$ cat src/rtl/gama_table_loader.sv
// Writer for the gamma LUT RAMs: streams words (or an identity ramp when GAMA_IDENTITY_EN
// is defined) into the R/G/B tables through the shared {code, index} write port.
module gama_table_loader #(
  parameter int unsigned DATA_WIDTH  = 10,
  parameter int unsigned TIMEOUT_CYC = 65535
) (
  input  logic                    iCLK,
  input  logic                    iRST,
  input  logic                    iSTART,
  input  logic [2:0]              iCH_MASK,
  input  logic                    iMODE,
  input  logic [DATA_WIDTH-1:0]   iDATA,
  input  logic                    iDVAL,
  output logic                    oREADY,
  output logic [DATA_WIDTH-1:0]   wrdata,
  output logic [DATA_WIDTH+1:0]   wraddress,
  output logic                    write,
  output logic                    oBUSY,
  output logic                    oDONE,
  output logic                    oERR
);

  localparam int unsigned DW = DATA_WIDTH;
  localparam int unsigned TW = $clog2(TIMEOUT_CYC + 1);

  typedef enum logic [1:0] {IDLE, LOAD, FIN} stateT;

  stateT          state;
  logic [1:0]     chanCode;
  logic [2:0]     chanLeft;
  logic [DW-1:0]  index;
  logic [TW-1:0]  idleCnt;
  logic           accept;
  logic [DW-1:0]  nextWord;

`ifdef GAMA_IDENTITY_EN
  logic           rampMode;
`else
  logic           modeUnused;
  assign modeUnused = iMODE;
`endif

  // Channel code of the lowest set mask bit, scanning R, G, B.
  function automatic logic [1:0] lowCode(input logic [2:0] m);
    if (m[0])      return 2'd1;
    else if (m[1]) return 2'd2;
    else if (m[2]) return 2'd3;
    else           return 2'd0;
  endfunction

  // A ramp load writes every LOAD cycle; a stream load only on handshake.
  always_comb begin
    accept   = (state == LOAD) && iDVAL && oREADY;
    nextWord = iDATA;
`ifdef GAMA_IDENTITY_EN
    if ((state == LOAD) && rampMode) begin
      accept   = 1'b1;
      nextWord = index;
    end
`endif
  end

  always_ff @(posedge iCLK) begin
    if (iRST) begin
      state     <= IDLE;
      chanCode  <= 2'd0;
      chanLeft  <= 3'd0;
      index     <= '0;
      idleCnt   <= '0;
      oREADY    <= 1'b0;
      wrdata    <= '0;
      wraddress <= '0;
      write     <= 1'b0;
      oBUSY     <= 1'b0;
      oDONE     <= 1'b0;
      oERR      <= 1'b0;
`ifdef GAMA_IDENTITY_EN
      rampMode  <= 1'b0;
`endif
    end else begin
      // Write port idles with a zero code so the RAM enable stays off.
      write     <= 1'b0;
      wraddress <= '0;
      wrdata    <= '0;
      oDONE     <= 1'b0;
      case (state)
        IDLE: begin
          if (iSTART) begin
            if (iCH_MASK != 3'd0) begin
              oERR     <= 1'b0;
              chanCode <= lowCode(iCH_MASK);
              chanLeft <= iCH_MASK & (iCH_MASK - 3'd1);
              index    <= '0;
              idleCnt  <= '0;
              oBUSY    <= 1'b1;
              state    <= LOAD;
`ifdef GAMA_IDENTITY_EN
              rampMode <= iMODE;
              oREADY   <= ~iMODE;
`else
              oREADY   <= 1'b1;
`endif
            end else begin
              oDONE <= 1'b1;
            end
          end
        end
        LOAD: begin
          if (accept) begin
            write     <= 1'b1;
            wrdata    <= nextWord;
            wraddress <= {chanCode, index};
            idleCnt   <= '0;
            index     <= index + DW'(1);
            if (index == {DW{1'b1}}) begin
              if (chanLeft != 3'd0) begin
                chanCode <= lowCode(chanLeft);
                chanLeft <= chanLeft & (chanLeft - 3'd1);
              end else begin
                state  <= FIN;
                oREADY <= 1'b0;
                oBUSY  <= 1'b0;
              end
            end
          end else if (idleCnt == TW'(TIMEOUT_CYC - 1)) begin
            oERR    <= 1'b1;
            oREADY  <= 1'b0;
            oBUSY   <= 1'b0;
            idleCnt <= '0;
            state   <= IDLE;
          end else begin
            idleCnt <= idleCnt + TW'(1);
          end
        end
        FIN: begin
          oDONE <= 1'b1;
          state <= IDLE;
        end
        default: state <= IDLE;
      endcase
    end
  end

endmodule

$ cat config.mk
export PLATFORM = sky130hd
export DESIGN_NAME = gama_table_loader
export DESIGN_NICKNAME = d
export VERILOG_FILES = /design/src/rtl/gama_table_loader.sv
export SDC_FILE = /design/constraint.sdc
export NUM_CORES = 1
export LEC_CHECK = 0
export BUFFER_PORTS_ARGS = -buffer_cell sky130_fd_sc_hd__buf_2
export CORE_MARGIN = 2
export CORE_UTILIZATION = 40
export CTS_CLUSTER_DIAMETER = 60
export DETAILED_ROUTE_END_ITERATION = 10
export PLACE_DENSITY = 0.61
export REMOVE_ABC_BUFFERS = 1
export SLEW_MARGIN = 20
export SYNTH_ARGS = -nofsm -noshare
export SYNTH_HDL_FRONTEND = slang
export SYNTH_SLANG_ARGS = --single-unit
$ cat constraint.sdc
create_clock -name iCLK -period 2.6 [get_ports iCLK]
set_input_delay 0.52 -clock iCLK [delete_from_list [all_inputs] [get_ports iCLK]]
set_output_delay 0.52 -clock iCLK [all_outputs]
set_load 0.02 [all_outputs]
==> metrics.txt <==
status finished, final reports clean; layout cells sized above 1 25.3%; Worst Path Buf+Inv 0; CP max FO 9; Fin. Hold Viols 0; register area share after synthesis around half; final core utilization 49.5%; Slew Limit Fails 0; post-route setup slack ~720 ps; hold buffer count at CTS 0; GP Congestion 0.782; clock latency on the worst-skew pair 330 ps; initial core utilization 41.0%; dpl hpwl 3220 um; critical setup path kind reg2reg; routed length per instance approximately 12 um; cts repair resizes 0; register bit count reported by yosys 58; Syn Inst Count ~260; non-filler cells, final approximately 390; Fin Hold WS 380 ps; final setup TNS 0 ps; max-cap violation count 0; f_max 531 MHz; via/cell ratio approximately 4.9; warnings from Yosys 0; clock sink count 58; detailed-route DRC error count 0; Critical Path RT 2810 ps; Final Net Count 328; Max Root-Sink Buffers 2; Critical-path top delay cell nor4_4; RSZ-0062 raised after global routing no; Max-slew headroom approximately two thirds; Fill cells 582; clk_skew 6.31 ps; GR Overflow Total 0; peak supply drop about 0.41 mV; Core Footprint 5850 um2; most common cell after layout, fill and taps aside dfxtp_1; Static Leak 1.19 nW; Antenna diodes 0; CTS root buf clkbuf_8; 1st-pass router iterations 4; Final Cycle Share 72.4%; Area growth syn-to-layout 20.7%; final WL between 4000 and 5000 um; total design power approximately 1.9 mW; # rows 28; highest-count cells in the layout ignoring fill and taps dfxtp_1, buf_2, nor2_1, and2_1, nand2_1; Mapped Avg Cell Area 9.34 um2; via count 1878; GR Util All Layers around 15%; final design area excluding fillers 2900 um2; DP Area approximately 2700 um2; CP Capture Type flip-flop; Unique masters post-synth 47; die area 6630 um2; Tmin final 1880 ps; port bufs between 40 and 50; PD cells 656 nW/um2; width of the die just over 80 um; Mapped Area around 2400 um2; CP Launch Type flip-flop; vias in the first global route between 1500 and 2000; CTS tree done; cts bufs inserted 9; Tightest Pin Transition 471 ps; CTS HTree Levels 3; initial antenna violation count 0; Most common cell on crit path nor2_1; CP top delay family simple AND/OR/NAND/NOR gates; Detailed Route Iter0 Violations 78; postcts setup bufs 0; CP max stage delay ~460 ps; Hold Crit Class in2reg; first-pass GRT wire length 7770 um; pin count of the biggest net entering global routing 23; Inst Count DP 371; dpl ws 524 ps; CP cell instances nor4_4, nor2_1, a31oi_1, mux2i_1, nor2_1; Worst-path clk slew approximately 70 ps; Final ANT Viol Nets 0; CP Data Arrival Time 2100 ps; final setup fails 0; die height 81.5 um; Top Ports 45
[report_power, final]
group | switching [mW] | internal, mW
clock network | 0.366 | 0.467
logic | 0.0889 | 0.0579
registers | 0.0158 | 0.903
[routing by layer]
layer  track usage [%]  share of wire (%)  up-vias
met5                 0                  0        -
met4              7.12               0.63        0
met3              5.60                7.1        4
met2              24.3                 45       46
met1              18.5                 47      839
li1                  -                  -      989
[state kept, by name, indices dropped and copies added (netlist names)]
signal	count
chanLeft	2
idleCnt	16
state	2
oERR	1
wraddress	12
write	1
chanCode	2
wrdata	10
oBUSY	1
index	10
oDONE	1
[cells in the mapped netlist, drive strengths merged]
library cell | instances | area share [%]
mux2i | 4 | 1.7
xor2 | 10 | 3.6
nor2b | 2 | 0.63
clkbuf | 4 | 0.63
nand4 | 8 | 2.1
or4 | 1 | 0.47
nor3b | 1 | 0.52
a21oi | 12 | 2.5
o21bai | 3 | 0.94
nor2 | 30 | 5.1
o21a | 1 | 0.63
or3 | 4 | 1.0
and2 | 23 | 6.0
a31oi | 1 | 0.26
and3b | 1 | 0.37
nand3 | 11 | 2.3
and3 | 5 | 1.3
nor4 | 1 | 0.89
inv | 6 | 0.94
nor3 | 14 | 2.9
a21o | 3 | 0.94
ha | 3 | 1.6
buf | 3 | 0.99
o31ai | 3 | 0.94
nand2 | 17 | 2.8
a211oi | 4 | 2.2
or2 | 4 | 1.1
o21ai | 8 | 1.8
o2111ai | 1 | 0.37
nand2b | 1 | 0.57
and4 | 2 | 0.73
xnor2 | 5 | 1.8
dfxtp | 58 | 48
o22ai | 2 | 0.52
a22o | 1 | 0.37
[final cells by class]
| class | count | area, um2 | share of cell area (%) |
|---|---|---|---|
| sequential | 58 | 1160 | 40.1 |
| inverter | 6 | 22.5 | 0.778 |
| timing repair buffer | 46 | 238 | 8.21 |
| tap | 75 | 93.8 | 3.24 |
| clock buffer | 10 | 138 | 4.75 |
| multi-input combinational | 186 | 1180 | 40.6 |
| clock inverter | 6 | 66.3 | 2.29 |
[cells by family after synthesis]
| logic type | Yosys count | share of synthesized area (%) |
|---|---|---|
| mux | 4 | 1.67 |
| xor+xnor | 15 | 5.47 |
| flops | 58 | 48.4 |
| buf+inv | 13 | 2.55 |
| compound gates | 39 | 11.5 |
| simple gates | 125 | 28.9 |
| fa+ha+maj | 3 | 1.56 |
[path summary, 6_finish.rpt]
kind / start / to / slack, ps / cells past startpoint
worst min register to register: chanCode[0] / wraddress[10] / 450 / 1
worst max register to register: state[0] / chanCode[0] / 720 / 5
worst max-delay path: state[0] / chanCode[0] / 720 / 5
worst min-delay path: iDATA[7] / wrdata[7] / 380 / 2
No activity file was read; power rests on OpenSTA's default activity.
